**config.mk**
```make
export PLATFORM = sky130hd
export DESIGN_NAME = memory_arbiter_flat
export DESIGN_NICKNAME = d
export VERILOG_FILES = /design/src/rtl/memory_arbiter_if.sv /design/src/rtl/memory_arbiter.sv /design/src/flat_wrapper.sv
export SDC_FILE = /design/constraint.sdc
export NUM_CORES = 1
export LEC_CHECK = 0
export CAP_MARGIN = 20
export CORE_ASPECT_RATIO = 1.75
export CORE_MARGIN = 10
export CORE_UTILIZATION = 44
export DETAILED_ROUTE_END_ITERATION = 8
export HOLD_SLACK_MARGIN = 0.03
export PLACE_DENSITY = 0.9
export SLEW_MARGIN = 20
export SYNTH_ARGS = -nofsm -noshare
export SYNTH_HDL_FRONTEND = slang
export SYNTH_SLANG_ARGS = --single-unit
```
**constraint.sdc**
```tcl
create_clock -name clk -period 3.2 [get_ports clk]
set_input_delay 0.32 -clock clk [delete_from_list [all_inputs] [get_ports clk]]
set_output_delay 0.32 -clock clk [all_outputs]
set_load 0.05 [all_outputs]
```
**src/rtl/memory_arbiter_if.sv**
```systemverilog
// -----------------------------------------------------------------------------
// memory_arbiter_if
//
// Purpose:
//   Bundles every handshake and memory-bus signal of the two-requester memory
//   arbiter. clk and reset are kept outside the bundle as plain ports.
//
// Parameters:
//   ADDR_WIDTH - address width of both requesters and of the memory bus
//   DATA_WIDTH - data width of both requesters and of the memory bus
//
// Signals (the direction shown is as seen by the arbiter, modport slave):
//   req_0/we_0/addr_0/wdata_0  in   requester 0 (CPU) request
//   ack_0/rdata_0              out  requester 0 completion pulse and read data
//   req_1/we_1/addr_1/wdata_1  in   requester 1 (loader/DMA) request
//   ack_1/rdata_1/err_1        out  requester 1 completion, read data, protection flag
//   mem_address/mem_data_in    out  address and write data to the memory block
//   mem_write                  out  single-cycle memory write strobe
//   mem_data_out               in   read data returned by the memory block
//   busy                       out  arbiter is not idle
//   grant_id                   out  owner of the current or most recent transaction
//
// Modports:
//   slave  - the arbiter side
//   master - the side that drives requests and plays the memory block
// -----------------------------------------------------------------------------
interface memory_arbiter_if #(
    parameter int ADDR_WIDTH = 8,
    parameter int DATA_WIDTH = 8
);
    // Requester 0
    logic                  req_0;
    logic                  we_0;
    logic [ADDR_WIDTH-1:0] addr_0;
    logic [DATA_WIDTH-1:0] wdata_0;
    logic                  ack_0;
    logic [DATA_WIDTH-1:0] rdata_0;

    // Requester 1
    logic                  req_1;
    logic                  we_1;
    logic [ADDR_WIDTH-1:0] addr_1;
    logic [DATA_WIDTH-1:0] wdata_1;
    logic                  ack_1;
    logic [DATA_WIDTH-1:0] rdata_1;
    logic                  err_1;

    // Memory side
    logic [ADDR_WIDTH-1:0] mem_address;
    logic [DATA_WIDTH-1:0] mem_data_in;
    logic                  mem_write;
    logic [DATA_WIDTH-1:0] mem_data_out;

    // Status
    logic                  busy;
    logic                  grant_id;

    modport slave (
        input  req_0, we_0, addr_0, wdata_0,
        input  req_1, we_1, addr_1, wdata_1,
        input  mem_data_out,
        output ack_0, rdata_0,
        output ack_1, rdata_1, err_1,
        output mem_address, mem_data_in, mem_write,
        output busy, grant_id
    );

    modport master (
        output req_0, we_0, addr_0, wdata_0,
        output req_1, we_1, addr_1, wdata_1,
        output mem_data_out,
        input  ack_0, rdata_0,
        input  ack_1, rdata_1, err_1,
        input  mem_address, mem_data_in, mem_write,
        input  busy, grant_id
    );
endinterface

```
**src/rtl/memory_arbiter.sv**
```systemverilog
// -----------------------------------------------------------------------------
// memory_arbiter
//
// Purpose:
//   Two-requester arbiter and sequencer placed in front of the 8-bit memory
//   block (ROM 0x00-0x7F, RAM 0x80-0xDF, output ports 0xE0-0xEF, input ports
//   0xF0-0xFF). Requester 0 is the CPU, requester 1 the program loader/DMA.
//   Accesses are serialised through IDLE -> ISSUE -> [WAIT] -> DONE: a write
//   becomes a single-cycle mem_write strobe in ISSUE, a read waits out the
//   memory read latency, and each transaction ends with a one-cycle ack pulse
//   to its owner. When both requesters are pending, the one that was not
//   granted last time wins, so continuous traffic alternates 0,1,0,1.
//
// Parameters:
//   ADDR_WIDTH   - address width (default 8)
//   DATA_WIDTH   - data width (default 8)
//   READ_LATENCY - clocks from address issue to valid mem_data_out (0..7)
//
// Ports:
//   clk    in   system clock, everything on the rising edge
//   reset  in   synchronous, active-high reset
//   bus    -    memory_arbiter_if.slave: both requester channels, the memory
//               bus, busy and grant_id
//
// Build option:
//   PORT_PROTECT_EN - when defined, a write from requester 1 to ROM
//                     (0x00-0x7F) or to the output ports (0xE0-0xEF) is not
//                     strobed to memory; the transaction still completes and
//                     ack_1 is accompanied by err_1 = 1. When undefined, err_1
//                     is tied low and no write is ever blocked.
// -----------------------------------------------------------------------------
module memory_arbiter #(
    parameter int ADDR_WIDTH   = 8,
    parameter int DATA_WIDTH   = 8,
    parameter int READ_LATENCY = 1
) (
    input  logic            clk,
    input  logic            reset,
    memory_arbiter_if.slave bus
);

    typedef enum logic [1:0] {
        IDLE  = 2'd0,
        ISSUE = 2'd1,
        WAIT  = 2'd2,
        DONE  = 2'd3
    } state_t;

    // Value loaded into the latency counter when a read leaves ISSUE. The
    // counter counts the remaining WAIT cycles after the current one, so a
    // latency of L spends exactly L cycles in WAIT.
    localparam logic [2:0] LAT_LOAD = 3'((READ_LATENCY > 0) ? (READ_LATENCY - 1) : 0);
    localparam bit         LAT_ZERO = (READ_LATENCY == 0);

    // -------------------------------------------------------------------------
    // Requester inputs gathered into indexable form
    // -------------------------------------------------------------------------
    logic [1:0]            req_w;
    logic [1:0]            we_w;
    logic [ADDR_WIDTH-1:0] addr_w  [2];
    logic [DATA_WIDTH-1:0] wdata_w [2];

    assign req_w      = {bus.req_1, bus.req_0};
    assign we_w       = {bus.we_1, bus.we_0};
    assign addr_w[0]  = bus.addr_0;
    assign addr_w[1]  = bus.addr_1;
    assign wdata_w[0] = bus.wdata_0;
    assign wdata_w[1] = bus.wdata_1;

    // -------------------------------------------------------------------------
    // State
    // -------------------------------------------------------------------------
    state_t                state_q,   state_d;
    // grant_q doubles as last_grant: both are updated together on every
    // arbitration and both reset to 1, so they can never differ.
    logic                  grant_q,   grant_d;
    logic                  we_q,      we_d;
    logic [ADDR_WIDTH-1:0] addr_q,    addr_d;
    logic [DATA_WIDTH-1:0] wdata_q,   wdata_d;
    logic [2:0]            cnt_q,     cnt_d;
    logic                  blocked_q, blocked_d;

    logic                  win_w;        // arbitration winner in IDLE
    logic                  protect_hit;  // requester 1 address lies in a protected region
    logic                  capture_w;    // sample mem_data_out on this edge (entering DONE on a read)
    logic [1:0]            ack_w;

    // -------------------------------------------------------------------------
    // Protection decode for requester 1
    // -------------------------------------------------------------------------
`ifdef PORT_PROTECT_EN
    localparam logic [ADDR_WIDTH-1:0] ROM_LAST  = ADDR_WIDTH'('h7F);
    localparam logic [ADDR_WIDTH-1:0] OUT_FIRST = ADDR_WIDTH'('hE0);
    localparam logic [ADDR_WIDTH-1:0] OUT_LAST  = ADDR_WIDTH'('hEF);

    assign protect_hit = (addr_w[1] <= ROM_LAST) ||
                         ((addr_w[1] >= OUT_FIRST) && (addr_w[1] <= OUT_LAST));
`else
    assign protect_hit = 1'b0;
`endif

    // -------------------------------------------------------------------------
    // Arbitration: a sole requester wins; on a tie the one that was not
    // granted last wins.
    // -------------------------------------------------------------------------
    always_comb begin
        win_w = 1'b0;
        if (req_w[0] && req_w[1]) begin
            win_w = ~grant_q;
        end else if (req_w[1]) begin
            win_w = 1'b1;
        end
    end

    // -------------------------------------------------------------------------
    // State register
    // -------------------------------------------------------------------------
    always_ff @(posedge clk) begin
        if (reset) begin
            state_q   <= IDLE;
            grant_q   <= 1'b1;
            we_q      <= 1'b0;
            addr_q    <= '0;
            wdata_q   <= '0;
            cnt_q     <= 3'd0;
            blocked_q <= 1'b0;
        end else begin
            state_q   <= state_d;
            grant_q   <= grant_d;
            we_q      <= we_d;
            addr_q    <= addr_d;
            wdata_q   <= wdata_d;
            cnt_q     <= cnt_d;
            blocked_q <= blocked_d;
        end
    end

    // -------------------------------------------------------------------------
    // Next-state logic
    // -------------------------------------------------------------------------
    always_comb begin
        state_d   = state_q;
        grant_d   = grant_q;
        we_d      = we_q;
        addr_d    = addr_q;
        wdata_d   = wdata_q;
        cnt_d     = cnt_q;
        blocked_d = blocked_q;
        capture_w = 1'b0;

        case (state_q)
            IDLE: begin
                // Requests that arrived while busy are simply still high
                // here, so nothing is ever dropped.
                if (|req_w) begin
                    grant_d   = win_w;
                    we_d      = we_w[win_w];
                    addr_d    = addr_w[win_w];
                    wdata_d   = wdata_w[win_w];
                    blocked_d = win_w & we_w[1] & protect_hit;
                    state_d   = ISSUE;
                end
            end

            ISSUE: begin
                if (we_q || LAT_ZERO) begin
                    // A zero-latency memory already presents read data
                    // during ISSUE, so it is captured on the way to DONE.
                    capture_w = ~we_q;
                    state_d   = DONE;
                end else begin
                    cnt_d   = LAT_LOAD;
                    state_d = WAIT;
                end
            end

            WAIT: begin
                if (cnt_q == 3'd0) begin
                    capture_w = 1'b1;
                    state_d   = DONE;
                end else begin
                    cnt_d = cnt_q - 3'd1;
                end
            end

            DONE: begin
                state_d = IDLE;
            end

            default: begin
                state_d = IDLE;
            end
        endcase
    end

    // -------------------------------------------------------------------------
    // Per-requester ack and read-data holding registers. rdata only changes
    // when a read for that requester completes, so it holds across writes.
    // -------------------------------------------------------------------------
    logic [DATA_WIDTH-1:0] rdata_q [2];

    generate
        for (genvar gi = 0; gi < 2; gi++) begin : g_req
            assign ack_w[gi] = (state_q == DONE) && (grant_q == 1'(gi));

            always_ff @(posedge clk) begin
                if (reset) begin
                    rdata_q[gi] <= '0;
                end else if (capture_w && (grant_q == 1'(gi))) begin
                    rdata_q[gi] <= bus.mem_data_out;
                end
            end
        end
    endgenerate

    // -------------------------------------------------------------------------
    // Outputs
    // -------------------------------------------------------------------------
    assign bus.ack_0       = ack_w[0];
    assign bus.ack_1       = ack_w[1];
    assign bus.rdata_0     = rdata_q[0];
    assign bus.rdata_1     = rdata_q[1];
    assign bus.mem_address = addr_q;
    assign bus.mem_data_in = wdata_q;
    // The strobe lasts exactly the single ISSUE cycle; a blocked write runs
    // through the same states with the strobe suppressed.
    assign bus.mem_write   = (state_q == ISSUE) && we_q && !blocked_q;
    assign bus.busy        = (state_q != IDLE);
    assign bus.grant_id    = grant_q;

`ifdef PORT_PROTECT_EN
    assign bus.err_1 = ack_w[1] && blocked_q;
`else
    assign bus.err_1 = 1'b0;
`endif

endmodule

```
**src/flat_wrapper.sv**
```systemverilog
// flat-port wrapper written by rule: the top's interface ports become plain ports
module memory_arbiter_flat 
#(
    parameter int ADDR_WIDTH   = 8,
    parameter int DATA_WIDTH   = 8,
    parameter int READ_LATENCY = 1
)
  (clk, reset, bus_req_0, bus_we_0, bus_addr_0, bus_wdata_0, bus_req_1, bus_we_1, bus_addr_1, bus_wdata_1, bus_mem_data_out, bus_ack_0, bus_rdata_0, bus_ack_1, bus_rdata_1, bus_err_1, bus_mem_address, bus_mem_data_in, bus_mem_write, bus_busy, bus_grant_id);
  memory_arbiter_if #(.ADDR_WIDTH(ADDR_WIDTH), .DATA_WIDTH(DATA_WIDTH)) bus_i ();
  input  logic clk;
  input  logic reset;
  input wire logic [$bits(bus_i.req_0)-1:0] bus_req_0;
  input wire logic [$bits(bus_i.we_0)-1:0] bus_we_0;
  input wire logic [$bits(bus_i.addr_0)-1:0] bus_addr_0;
  input wire logic [$bits(bus_i.wdata_0)-1:0] bus_wdata_0;
  input wire logic [$bits(bus_i.req_1)-1:0] bus_req_1;
  input wire logic [$bits(bus_i.we_1)-1:0] bus_we_1;
  input wire logic [$bits(bus_i.addr_1)-1:0] bus_addr_1;
  input wire logic [$bits(bus_i.wdata_1)-1:0] bus_wdata_1;
  input wire logic [$bits(bus_i.mem_data_out)-1:0] bus_mem_data_out;
  output wire logic [$bits(bus_i.ack_0)-1:0] bus_ack_0;
  output wire logic [$bits(bus_i.rdata_0)-1:0] bus_rdata_0;
  output wire logic [$bits(bus_i.ack_1)-1:0] bus_ack_1;
  output wire logic [$bits(bus_i.rdata_1)-1:0] bus_rdata_1;
  output wire logic [$bits(bus_i.err_1)-1:0] bus_err_1;
  output wire logic [$bits(bus_i.mem_address)-1:0] bus_mem_address;
  output wire logic [$bits(bus_i.mem_data_in)-1:0] bus_mem_data_in;
  output wire logic [$bits(bus_i.mem_write)-1:0] bus_mem_write;
  output wire logic [$bits(bus_i.busy)-1:0] bus_busy;
  output wire logic [$bits(bus_i.grant_id)-1:0] bus_grant_id;
  assign bus_i.req_0 = bus_req_0;
  assign bus_i.we_0 = bus_we_0;
  assign bus_i.addr_0 = bus_addr_0;
  assign bus_i.wdata_0 = bus_wdata_0;
  assign bus_i.req_1 = bus_req_1;
  assign bus_i.we_1 = bus_we_1;
  assign bus_i.addr_1 = bus_addr_1;
  assign bus_i.wdata_1 = bus_wdata_1;
  assign bus_i.mem_data_out = bus_mem_data_out;
  assign bus_ack_0 = bus_i.ack_0;
  assign bus_rdata_0 = bus_i.rdata_0;
  assign bus_ack_1 = bus_i.ack_1;
  assign bus_rdata_1 = bus_i.rdata_1;
  assign bus_err_1 = bus_i.err_1;
  assign bus_mem_address = bus_i.mem_address;
  assign bus_mem_data_in = bus_i.mem_data_in;
  assign bus_mem_write = bus_i.mem_write;
  assign bus_busy = bus_i.busy;
  assign bus_grant_id = bus_i.grant_id;
  memory_arbiter #(.ADDR_WIDTH(ADDR_WIDTH), .DATA_WIDTH(DATA_WIDTH), .READ_LATENCY(READ_LATENCY)) u_core (.clk(clk), .reset(reset), .bus(bus_i));
endmodule
```
Yosys cells after proc, flatten, opt, wreduce, memory -nomap -nowiden. Memories as Yosys holds them, arrays and structs flattened. Index checks and enable logic that the tools add are counted.

Flip-flop bits (word level): 23. RAM bits: 16. Input bits: 46. Output and inout port bits: 38. Word-level logic and storage cells: 66. Memories: 1.

Memories: u_core.rdata_q (words 2, width 8, rd ports 2, clocked after Yosys merged registers in 0, write ports 2, line memory_arbiter.sv:200) `logic [DATA_WIDTH-1:0] rdata_q [2];`.

$add $sub $neg: 1. $lt $le $gt $ge: 2. Eq/ne operators: 7. Muxes and demuxes: 30. Bitwise gates (word level): 5. Reductions and logical operators: 14.

Operators with widths (count): 8-bit 2-to-1 mux (8); 1-bit 2-to-1 mux (15); 2-bit case mux with 4 select lines (1); 1-bit logical AND (6); 3-bit 2-to-1 mux (2); 3-bit case mux with 2 select lines (1); 2-bit equality test (second input constant) (2); 2-bit 2-to-1 mux (2); 2-bit by 1-bit inequality test with 1-bit output (second input constant) (2); 2-bit inequality test (second input constant) (2); 2-bit AND reduction (2); 2-bit nonzero test (2); 3-bit logical NOT (1); 3-bit AND reduction (1); 3-bit by 1-bit subtractor with 3-bit output (second input constant) (1); 2-bit by 1-bit equality test with 1-bit output (second input constant) (1); 2-bit >= comparator (second input constant) (1); 2-bit logical NOT (1); 1-bit by 2-bit less-than comparator with 1-bit output (second input constant) (1); 1-bit NOT (2); 1-bit NOT with 2-bit output (1); 1-bit bitwise OR (2); 1-bit case mux with 2 select lines (1); 2-bit OR reduction (1).

Longest topological paths before layout.
Depth after elaboration: 8. Gate-level depth with buffers: 6. Gate-level depth less buffers: 5.

Worst setup path after synthesis. Ideal clock, no wire load.

Path kind: register to register. Start point: register u_core.state_q[0]. End point: memory u_core.rdata_q[0][0], enable pin. Library setup time: 0.387 ns. Arrival time: 1.567 ns. Data required time: 2.813 ns. Setup slack: 1.246 ns. Cell stages (with the launch flop): 5. Path buffers: 0. Period minus slack after synthesis: 1.954 ns. Path through: dfxtp_1 inv_1 ha_1 nand2_2 o31ai_1.

RTL lines: from (decl) (line memory_arbiter.sv:73) `state_t state_q, state_d;`; from (signal assigned) (line memory_arbiter.sv:128) `state_q <= state_d;`; to (decl) (line memory_arbiter.sv:200).

Worst setup path after layout.
Start point: register u_core.state_q[1]. End point: output bus_mem_write.

Cells in the longest elaborated chain, start to end: 2.

RTL lines: 2-bit by 1-bit equality test with 1-bit output (line memory_arbiter.sv:227) `assign bus.mem_write = (state_q == ISSUE) && we_q && !blocked_q;`; 1-bit logical AND (line memory_arbiter.sv:227); to (decl) (line flat_wrapper.sv:28) `output wire logic [$bits(bus_i.mem_write)-1:0] bus_mem_write;`.

Every way passes these cells.

==> flow_summary.yaml <==
logic_synthesis:
  ys_types: 36
  synth_ff_type: "dfxtp_1"
  netlist.area_leader.share: 0.2616
  syn_avg_cell_area_um2: 9.875
  ys_async_sr_fraction: 0
  synth_area_leaders: "edfxtp_1 (26%), dfxtp_1 (25%), nand2_1 (7.8%)"
  syn-num-nets: 239
  synth_warnings: 0
  ys_seq_area_frac: 0.5123
  synth_area_um2: 1837
  ys_ff_latch: 39
  synth_cells: 186
  synth_top_area_cell: "edfxtp_1"
  synth_edf_count: 16
global_route:
  grt_pass1_wl_um: 8300
  grt_pass1_vias: 1765
  grt_overflow_total: 0
  grt_max_degree: 35
  track_usage: 0.1457
  antenna_found_initial: 0
final_layout:
  drive_above_1_share: 0.07143
  final_common_cell: "clkdlybuf4s50_1"
  instances_no_fill: 315
  antenna_cells: 0
  area_delta_synth_final_pct: 49.66
  final_nets: 318
  final_cell_mix: "clkdlybuf4s50_1 (82), nand2_1 (38), dfxtp_1 (23), and2_1 (18), o21ai_0 (18)"
clock_tree:
  cts_resized: 0
  cts_hold_buf: 0
  htree_levels: 2
  insertion_delay_ps: 290
  cts.sinks: 39
  tritoncts.num_buffers: 5
  cts.reportedPaths.clkPinSlew_ps: 80
  cts_tree: "yes"
  cts_root_buf: "clkbuf_8"
  postCtsSetupRepairBufs: 0
  clock_path_buffers: 2
die:
  io_pins: 84
  core-area_um2: 4073
  fp.dieArea_um2: 7261
  start_util: 0.4510
  rows: 31
  die_h_um: 105.5
  die_width_um: 68.84
sta:
  setup_violations: 0
  hold_viol: 0
  fmax_ghz: 0.4426
  tns_ps: 0
  finClkSkew_ps: 5.647
  drv_slew: 0
  min_period_over_period: 0.7060
  period_needed_ps: 2259
  rsz0062_at_grt: "false"
  max_slew_margin: 0.4799
  worst_pin_slew_ps: 775.4
detailed_routing:
  viasPerCell: 5.181
  num_vias: 1632
  ant_nets: 0
  wl_per_cell_um: 16.29
  detail_route.wirelength_um: 5130
  drc_errors: 0
  dr.pass1.iters: 4
  dr.first_iter.drc_count: 51
worst_setup_path:
  r2r-end: "u_core.rdata_q[0][4]"
  crit_type: "flop to output port"
  rrSetupSlack_ps: 1180
  r2r_cells: 4
  arrival_ps: 1940
  critPathMaxStageDelay_ps: 820
  cp-end-kind: "output port"
  critPathMaxFanout: 5
  path_cells: "inv_1 -> ha_1 -> and2_1 -> clkdlybuf4s50_1"
  critPathRequiredTime_ps: 2880
  crit_path_start_kind: "flop"
  r2r-start: "u_core.state_q[0]"
  cp_slowest_cell: "clkdlybuf4s50_1"
hold_path:
  holdPathStages: 2
  holdPathEnd: "u_core.cnt_q[0]"
  min_from: "u_core.cnt_q[0]"
  hp-class: "flop to flop"
flow_run:
  maxCapViolCount: 0
placed_design:
  dp_cells: 307
  dp_hpwl_um: 4132
  port-buffer-count: 82
  gp_congestion: 0.8555
pwr:
  power_leakage_nw: 1.058
  ir_worst_vdd_mv: 0.6575
  p_per_area_nw_per_um2: 811.9
run_status:
  status: "finished clean"
-- per-layer routing --
metal	up-vias	global-route usage	wire, um
met3	4	0.06257	493
li1	812	-	-
met4	0	0.04249	59
met2	63	0.2703	2809
met5	-	0	0
met1	753	0.1330	1767
-- cells in the mapped netlist, types with 3 or more instances --
| library cell | instances |
|---|---|
| dfxtp_1 | 23 |
| nand2_1 | 38 |
| ha_1 | 7 |
| edfxtp_1 | 16 |
| clkbuf_1 | 3 |
| nor2_1 | 3 |
| buf_4 | 5 |
| inv_1 | 5 |
| o21ai_0 | 18 |
| a31oi_1 | 17 |
| and2_1 | 18 |
| a21oi_1 | 4 |
| o21ai_1 | 3 |
-- logic make-up after synthesis --
family | Yosys count | synth area share
muxes | 1 | 0.005450
and+or+nand+nor | 71 | 0.2105
other | 1 | 0.002042
DFF | 39 | 0.5123
adders and majority gates | 7 | 0.04768
buffers and inverters | 16 | 0.04428
AOI/OAI and AO/OA | 51 | 0.1778
-- how the worst max path moves through the flow --
stage / slack [ps] / cells after the start / startpoint / to
2_1_floorplan: 1250 / 4 / u_core.state_q[0] / u_core.rdata_q[0][0]
3_3_place_gp: 940 / 4 / u_core.state_q[0] / u_core.rdata_q[0][1]
3_5_place_dp: 1170 / 3 / reset / u_core.rdata_q[1][5]
4_1_cts: 940 / 2 / u_core.bus.grant_id / bus_ack_1
5_1_grt: 840 / 2 / u_core.bus.grant_id / bus_ack_1
6_report: 940 / 4 / u_core.state_q[1] / bus_mem_write
-- sequential cells by signal, summed over array words and instances (netlist names) --
signal	flops
u_core.rdata_q	16
u_core.bus.mem_address	8
u_core.bus.mem_data_in	8
u_core.cnt_q	3
u_core.state_q	2
u_core.bus.grant_id	1
u_core.we_q	1
-- report_power, final --
part	leakage [nW]	switching, mW	internal [mW]
registers	0.357	0.0757	0.653
logic	0.654	0.778	0.406
clock network	0.0477	0.169	0.149
-- worst max-delay path: cells and delay by family, from the launching register on --
| kind | cells | cell delay [ps] |
|---|---|---|
| buf+inv | 2 | 930 |
| fa+ha+maj | 1 | 190 |
| flops | 1 | 350 |
| simple gates | 1 | 180 |
-- stage by stage --
stage | worst slack (ps) | power (mW) | hold WS [ps] | area (um^2) | util
floorplan | 1246 | 1.544 | 386.2 | 1837 | -
CTS | 936.4 | 2.249 | 488.3 | 2749 | 0.6750
detailed placement | 1170 | 1.935 | 478.3 | 2665 | 0.6544
finish | 940.7 | 2.232 | 486.1 | 2749 | 0.6750
global route | 836.8 | 2.355 | 542.2 | 2749 | 0.6750
global placement | 938.8 | 1.894 | 458.7 | 2660 | 0.6531
-- layout make-up --
| cell class | instances | area, um^2 |
|---|---|---|
| fill | 330 | 1324 |
| inverter | 6 | 22.52 |
| clock buffer | 5 | 68.82 |
| sequential | 39 | 940.9 |
| multi-input combinational | 131 | 819.5 |
| timing repair buffer | 82 | 820.8 |
| tap | 49 | 61.31 |
| clock inverter | 3 | 15.01 |
(Power assumes the default switching activity.)
